[src/rtl/imem_loader_if.sv]
// Byte-stream input and instruction-memory write port of the program loader.
// Stream handshake: a byte moves on a rising edge where in_valid and in_ready are both high;
// in_valid without in_ready has no effect and the source may change in_data freely while in_valid is low.
interface imem_loader_if;
    logic        in_valid;
    logic [7:0]  in_data;
    logic        in_ready;
    logic        imem_we;
    logic [31:0] imem_addr;
    logic [31:0] imem_wdata;

    modport master (
        output in_valid,
        output in_data,
        input  in_ready,
        input  imem_we,
        input  imem_addr,
        input  imem_wdata
    );

    modport slave (
        input  in_valid,
        input  in_data,
        output in_ready,
        output imem_we,
        output imem_addr,
        output imem_wdata
    );
endinterface

[src/rtl/imem_loader.sv]
// Program loader: parses a length-prefixed, XOR-checksummed byte stream and writes
// little-endian 32-bit words into instruction memory, then raises start or error.
module imem_loader #(
    parameter int          DEPTH_WORDS = 256,
    parameter logic [31:0] BASE_ADDR   = 32'h0
) (
    input  logic         clk,
    input  logic         reset,
    input  logic         load_req,
    imem_loader_if.slave bus,
    output logic         start,
    output logic         busy,
    output logic         error,
    output logic [15:0]  words_loaded,
    output logic [2:0]   state_dbg
);
    typedef enum logic [2:0] {
        IDLE  = 3'd0,
        LEN0  = 3'd1,
        LEN1  = 3'd2,
        DATA  = 3'd3,
        CSUM  = 3'd4,
        DONE  = 3'd5,
        ERROR = 3'd6
    } state_t;

    localparam logic [16:0] DEPTH_LIMIT = 17'(DEPTH_WORDS);

    state_t      state_q, state_d;
    logic [15:0] n_q;
    logic [15:0] word_idx_q;
    logic [1:0]  byte_cnt_q;
    logic [23:0] word_sr_q;
    logic [7:0]  csum_q;
    logic        we_q;
    logic [31:0] addr_q;
    logic [31:0] wdata_q;
    logic [15:0] words_q;

    logic        accepting;
    logic        xfer;
    logic        restart;
    logic [15:0] len_full;
    logic        len_too_big;
    logic        last_word;

    assign accepting   = (state_q == LEN0) || (state_q == LEN1) ||
                         (state_q == DATA) || (state_q == CSUM);
    assign xfer        = accepting && bus.in_valid;
    assign restart     = load_req &&
                         ((state_q == IDLE) || (state_q == DONE) || (state_q == ERROR));
    // Full word count as it becomes known during the LEN1 transfer.
    assign len_full    = {bus.in_data, n_q[7:0]};
    assign len_too_big = ({1'b0, len_full} > DEPTH_LIMIT);
    assign last_word   = (word_idx_q == (n_q - 16'd1));

    always_ff @(posedge clk) begin
        if (reset) begin
            state_q <= IDLE;
        end else begin
            state_q <= state_d;
        end
    end

    always_comb begin
        state_d = state_q;
        case (state_q)
            IDLE, DONE, ERROR: begin
                if (load_req) state_d = LEN0;
            end
            LEN0: begin
                if (xfer) state_d = LEN1;
            end
            LEN1: begin
                if (xfer) begin
                    if (len_too_big)            state_d = ERROR;
                    else if (len_full == 16'd0) state_d = CSUM;
                    else                        state_d = DATA;
                end
            end
            DATA: begin
                if (xfer && (byte_cnt_q == 2'd3) && last_word) state_d = CSUM;
            end
            CSUM: begin
                if (xfer) state_d = (bus.in_data == csum_q) ? DONE : ERROR;
            end
            default: state_d = IDLE;
        endcase
    end

    // Word assembly, checksum and the registered memory write port.
    always_ff @(posedge clk) begin
        if (reset) begin
            n_q        <= 16'd0;
            word_idx_q <= 16'd0;
            byte_cnt_q <= 2'd0;
            word_sr_q  <= 24'd0;
            csum_q     <= 8'd0;
            we_q       <= 1'b0;
            addr_q     <= BASE_ADDR;
            wdata_q    <= 32'd0;
            words_q    <= 16'd0;
        end else begin
            we_q <= 1'b0;
            if (restart) begin
                n_q        <= 16'd0;
                word_idx_q <= 16'd0;
                byte_cnt_q <= 2'd0;
                csum_q     <= 8'd0;
                words_q    <= 16'd0;
            end
            if (xfer) begin
                case (state_q)
                    LEN0: n_q[7:0]  <= bus.in_data;
                    LEN1: n_q[15:8] <= bus.in_data;
                    DATA: begin
                        csum_q     <= csum_q ^ bus.in_data;
                        byte_cnt_q <= byte_cnt_q + 2'd1;
                        word_sr_q  <= {bus.in_data, word_sr_q[23:8]};
                        if (byte_cnt_q == 2'd3) begin
                            // Shift register now holds {b2,b1,b0}; this byte is b3.
                            we_q       <= 1'b1;
                            wdata_q    <= {bus.in_data, word_sr_q};
                            addr_q     <= BASE_ADDR + {14'd0, word_idx_q, 2'b00};
                            word_idx_q <= word_idx_q + 16'd1;
                            words_q    <= words_q + 16'd1;
                        end
                    end
                    default: ;
                endcase
            end
        end
    end

    assign bus.in_ready   = accepting;
    assign bus.imem_we    = we_q;
    assign bus.imem_addr  = addr_q;
    assign bus.imem_wdata = wdata_q;

    assign busy         = accepting;
    assign start        = (state_q == DONE);
    assign error        = (state_q == ERROR);
    assign words_loaded = words_q;
    assign state_dbg    = state_q;
endmodule

[src/flat_wrapper.sv]
// flat-port wrapper written by rule: the top's interface ports become plain ports
module imem_loader_flat 
#(
    parameter int          DEPTH_WORDS = 256,
    parameter logic [31:0] BASE_ADDR   = 32'h0
)
  (clk, reset, load_req, start, busy, error, words_loaded, state_dbg, bus_in_valid, bus_in_data, bus_in_ready, bus_imem_we, bus_imem_addr, bus_imem_wdata);
  imem_loader_if bus_i ();
  input  logic clk;
  input  logic reset;
  input  logic load_req;
  output logic start;
  output logic busy;
  output logic error;
  output logic [15:0] words_loaded;
  output logic [2:0] state_dbg;
  input wire logic [$bits(bus_i.in_valid)-1:0] bus_in_valid;
  input wire logic [$bits(bus_i.in_data)-1:0] bus_in_data;
  output wire logic [$bits(bus_i.in_ready)-1:0] bus_in_ready;
  output wire logic [$bits(bus_i.imem_we)-1:0] bus_imem_we;
  output wire logic [$bits(bus_i.imem_addr)-1:0] bus_imem_addr;
  output wire logic [$bits(bus_i.imem_wdata)-1:0] bus_imem_wdata;
  assign bus_i.in_valid = bus_in_valid;
  assign bus_i.in_data = bus_in_data;
  assign bus_in_ready = bus_i.in_ready;
  assign bus_imem_we = bus_i.imem_we;
  assign bus_imem_addr = bus_i.imem_addr;
  assign bus_imem_wdata = bus_i.imem_wdata;
  imem_loader #(.DEPTH_WORDS(DEPTH_WORDS), .BASE_ADDR(BASE_ADDR)) u_core (.clk(clk), .reset(reset), .load_req(load_req), .bus(bus_i), .start(start), .busy(busy), .error(error), .words_loaded(words_loaded), .state_dbg(state_dbg));
endmodule
[config.mk]
export PLATFORM = sky130hd
export DESIGN_NAME = imem_loader_flat
export DESIGN_NICKNAME = d
export VERILOG_FILES = /design/src/rtl/imem_loader_if.sv /design/src/rtl/imem_loader.sv /design/src/flat_wrapper.sv
export SDC_FILE = /design/constraint.sdc
export NUM_CORES = 1
export LEC_CHECK = 0
export ABC_AREA = 1
export ABC_CLOCK_PERIOD_IN_PS = 2000
export CORE_MARGIN = 3
export CORE_UTILIZATION = 50
export DETAILED_ROUTE_END_ITERATION = 10
export PLACE_DENSITY = 0.74
export SLEW_MARGIN = 20
export SYNTH_ARGS = -nofsm -noshare
export SYNTH_HDL_FRONTEND = slang
export SYNTH_SLANG_ARGS = --single-unit
[constraint.sdc]
create_clock -name clk -period 2 [get_ports clk]
set_input_delay 0.6 -clock clk [delete_from_list [all_inputs] [get_ports clk]]
set_output_delay 0.6 -clock clk [all_outputs]
set_load 0.05 [all_outputs]
==> flow_summary.ini <==
[logic_synthesis]
synthesis.instances = 847
synth-seq-cells = 134
ys_seq_area_share_pct = 42.9
synth_edf_count = 0
synthArstFlopShare_pct = 0
ys_types = 46
synth.avg_cell_area_sq_um = 7.38
yosysWarningCount = 0
syn_area_sq_um = 6250
synthFlopType = dfxtp_1

[clocking]
htreeDepth = 4
clockBufferDepth = 2
cts_tree = yes
clk_latency_ns = 0.43
clock-sinks = 134
cts-root-buf = clkbuf_16
numCtsBuffers = 17
clkTransAtPathRegs_ns = 0.06

[setup_path]
critPathCapture = bus_in_ready
crit_cells = 4
crit_type = flop to output port
crit_chain = inv_2 -> nand2_2 -> nand4_4 -> buf_12
start_kind = flop
required_ns = 1.40
cp_top_family = flip-flops
crit_slowest_cell = dfxtp_4
startpoint = u_core.state_dbg[2]$_SDFFE_PP0P_
path_max_fanout = 6
crit_buf_inv = 2
r2r-start = u_core.word_idx_q[0]$_SDFF_PP0_
max_stage_delay_ns = 0.40
rr_worst_depth = 12
rr_endpoint = u_core.word_idx_q[14]$_SDFF_PP0_
cp-end-kind = output port
arrival_ns = 1.35
r2r_setup_slack_ns = 0.21

[hold_path]
hold_path.startpoint = u_core.word_sr_q[14]$_SDFFE_PP0P_
hold_path.class = flop to flop

[routing]
firstDrtPassIters = 7
via_per_inst = 5.19
drt_iter0_markers = 394
postRouteAntennaNets = 0
vias = 5982
wl_per_cell_microns = 14.1
wl_microns = 16300
drc = 0

[sta]
clock.fmax_ghz = 0.513
final_hold_viol_count = 0
hold_ws_ns = 0.459
period_share_pct = 97.6
slew_viol_final = 0
setup_viol = 0
finClkSkew_ns = 0.0135
period_minus_slack_ns = 1.95

[cells_and_area]
syn_to_final_growth_pct = 30.9
instances_no_fill = 1153
final_nets = 988
num_antenna_cells = 0
drive_gt1_share_pct = 24.7

[placement]
dpl.hpwl_microns = 11600
dp_cells = 1118
io_buffer_count = 83
gp_congestion = 0.893

[floorplan]
start_util_pct = 51.6
die_h_microns = 118
die_w_microns = 118
core_area_sq_um = 12100
dieArea_sq_um = 13900
num_rows = 40
io_pins = 100

[run_status]
status = finished clean

[grt]
grt_antenna_before_repair = 0
gr-usage-all-layers_pct = 23.6
grt_first_pass_wirelength_microns = 27000
grt_max_degree = 33
grt_pass1_vias = 5566
gr-total-overflow = 0

[pwr]
intPower_w = 0.00580
p_clk_share_pct = 36.0
p_sw_share_pct = 34.5
sequentialPowerShare_pct = 33.9
p_sw_w = 0.00305
powerDensity_nw_per_um2 = 1080
p_leak_nw = 3.64
p_comb_share_pct = 30.1
total_power_w = 0.00885
ir_drop_mv = 0.574

[flow_run]
max_cap_viol_count = 0
## synthesized netlist by cell type, types with 6 or more instances
| cell type | count | area [sq um] |
|---|---|---|
| a211oi_1 | 10 | 75.1 |
| a21oi_1 | 80 | 400 |
| buf_2 | 14 | 70.1 |
| buf_4 | 19 | 143 |
| clkbuf_1 | 19 | 71.3 |
| dfxtp_1 | 134 | 2680 |
| inv_1 | 76 | 285 |
| inv_2 | 9 | 33.8 |
| nand2_1 | 150 | 563 |
| nand3_1 | 67 | 335 |
| nand3_2 | 6 | 60.1 |
| nor2_1 | 76 | 285 |
| nor2_2 | 11 | 68.8 |
| nor3_1 | 18 | 90.1 |
| o21ai_0 | 78 | 390 |
| o21ai_1 | 7 | 35.0 |
| xor2_1 | 18 | 158 |
## power by group through the flow
stage / clock network (W) / logic [W] / registers, W
floorplan: 0 / 0.00175 / 0.00304
global placement: 0 / 0.00246 / 0.00301
detailed placement: 0 / 0.00247 / 0.00301
CTS: 0.00323 / 0.00252 / 0.00297
global route: 0.00336 / 0.00295 / 0.00301
finish: 0.00319 / 0.00267 / 0.00300
## per-layer routing
| layer | part of all wire, % | track usage, % |
|---|---|---|
| met5 | 0 | 0 |
| met3 | 6.4 | 6.63 |
| met2 | 47 | 37.6 |
| met4 | 1.2 | 6.89 |
| met1 | 45 | 31.3 |
## registers in the layout, summed over array words and instances, names as in the netlist
signal	cells
u_core.n_q	16
u_core.state_dbg	3
u_core.words_loaded	16
u_core.word_sr_q	24
u_core.bus.imem_wdata	32
u_core.bus.imem_we	1
u_core.csum_q	8
u_core.bus.imem_addr	16
u_core.byte_cnt_q	2
u_core.word_idx_q	16
## how the worst min path moves through the flow
stage / end / cells after the start
after floorplan: u_core.bus.imem_wdata[16]$_SDFFE_PP0P_ / 2
after global placement: u_core.byte_cnt_q[1]$_SDFF_PP0_ / 2
after detailed placement: u_core.word_sr_q[3]$_SDFFE_PP0P_ / 2
after CTS: u_core.word_sr_q[6]$_SDFFE_PP0P_ / 2
after global routing: u_core.word_sr_q[1]$_SDFFE_PP0P_ / 2
final: u_core.word_sr_q[6]$_SDFFE_PP0P_ / 2
## stage by stage
step	utilization [%]	instance area [sq um]	worst slack, ns	TNS [ns]
2_1_floorplan	-	6320	0.0454	0
3_5_place_dp	61.4	7430	-0.320	-8.56
3_3_place_gp	61.4	7430	-0.230	-6.43
4_1_cts	66.7	8070	0.00639	0
6_report	67.6	8180	0.0488	0
5_1_grt	67.6	8180	-0.0186	-0.0627
## cell usage in the layout, fill, tap and decap left out, types with 8 or more instances in the layout
cell type,synthesis,routed
clkbuf_16,0,17
nand3_1,67,65
buf_12,0,9
nand2_2,4,8
buf_4,19,128
xor2_1,18,18
a211oi_1,10,10
nor2_1,76,72
dfxtp_1,134,127
conb_1,1,16
inv_2,9,11
a21oi_1,80,80
nor2_2,11,12
inv_1,76,72
nand2_1,150,146
clkdlybuf4s50_1,0,8
o21ai_0,78,78
nor3_1,18,18
## final cells by class
class	count	area [sq um]
inverter	87	332
fill	1030	3930
timing repair buffer	148	1260
sequential	134	2700
tap	168	210
clock inverter	15	180
clock buffer	17	425
multi-input combinational	584	3080
## worst reg2reg max path, cell delays in order, from the launching register on
cell and delay (ns):
dfxtp_1 0.34, ha_1 0.17, inv_1 0.08, nor3_4 0.16
nand3_2 0.12, nor3_4 0.17, nand3_2 0.12, nor2_2 0.15
nand2_1 0.10, o21ai_1 0.13, nand2_1 0.06, nand2_1 0.06
inv_1 0.04
## repair_timing
item                       4_1_cts  5_1_grt
setup endpoints to repair        2        8
hold buffers                     0        0
setup buffers                    0        3
resized for setup               10       24
pin swaps                        0        3
cloned                           0        0
## kinds of logic (layout without fill, tap and decap cells)
logic type               Yosys count  count (layout)  synth area share (%)
AND/OR/NAND/NOR                  353             353                  26.2
AO/OA/AOI/OAI                    189             189                  16.5
buffers and inverters            144             267                  10.4
flip-flops                       134             134                  42.9
XOR/XNOR                          22              22                  3.08
adder cells (fa/ha/maj)            4               4                 0.801
other                              1              16                0.0600
(Power assumes the default switching activity.)
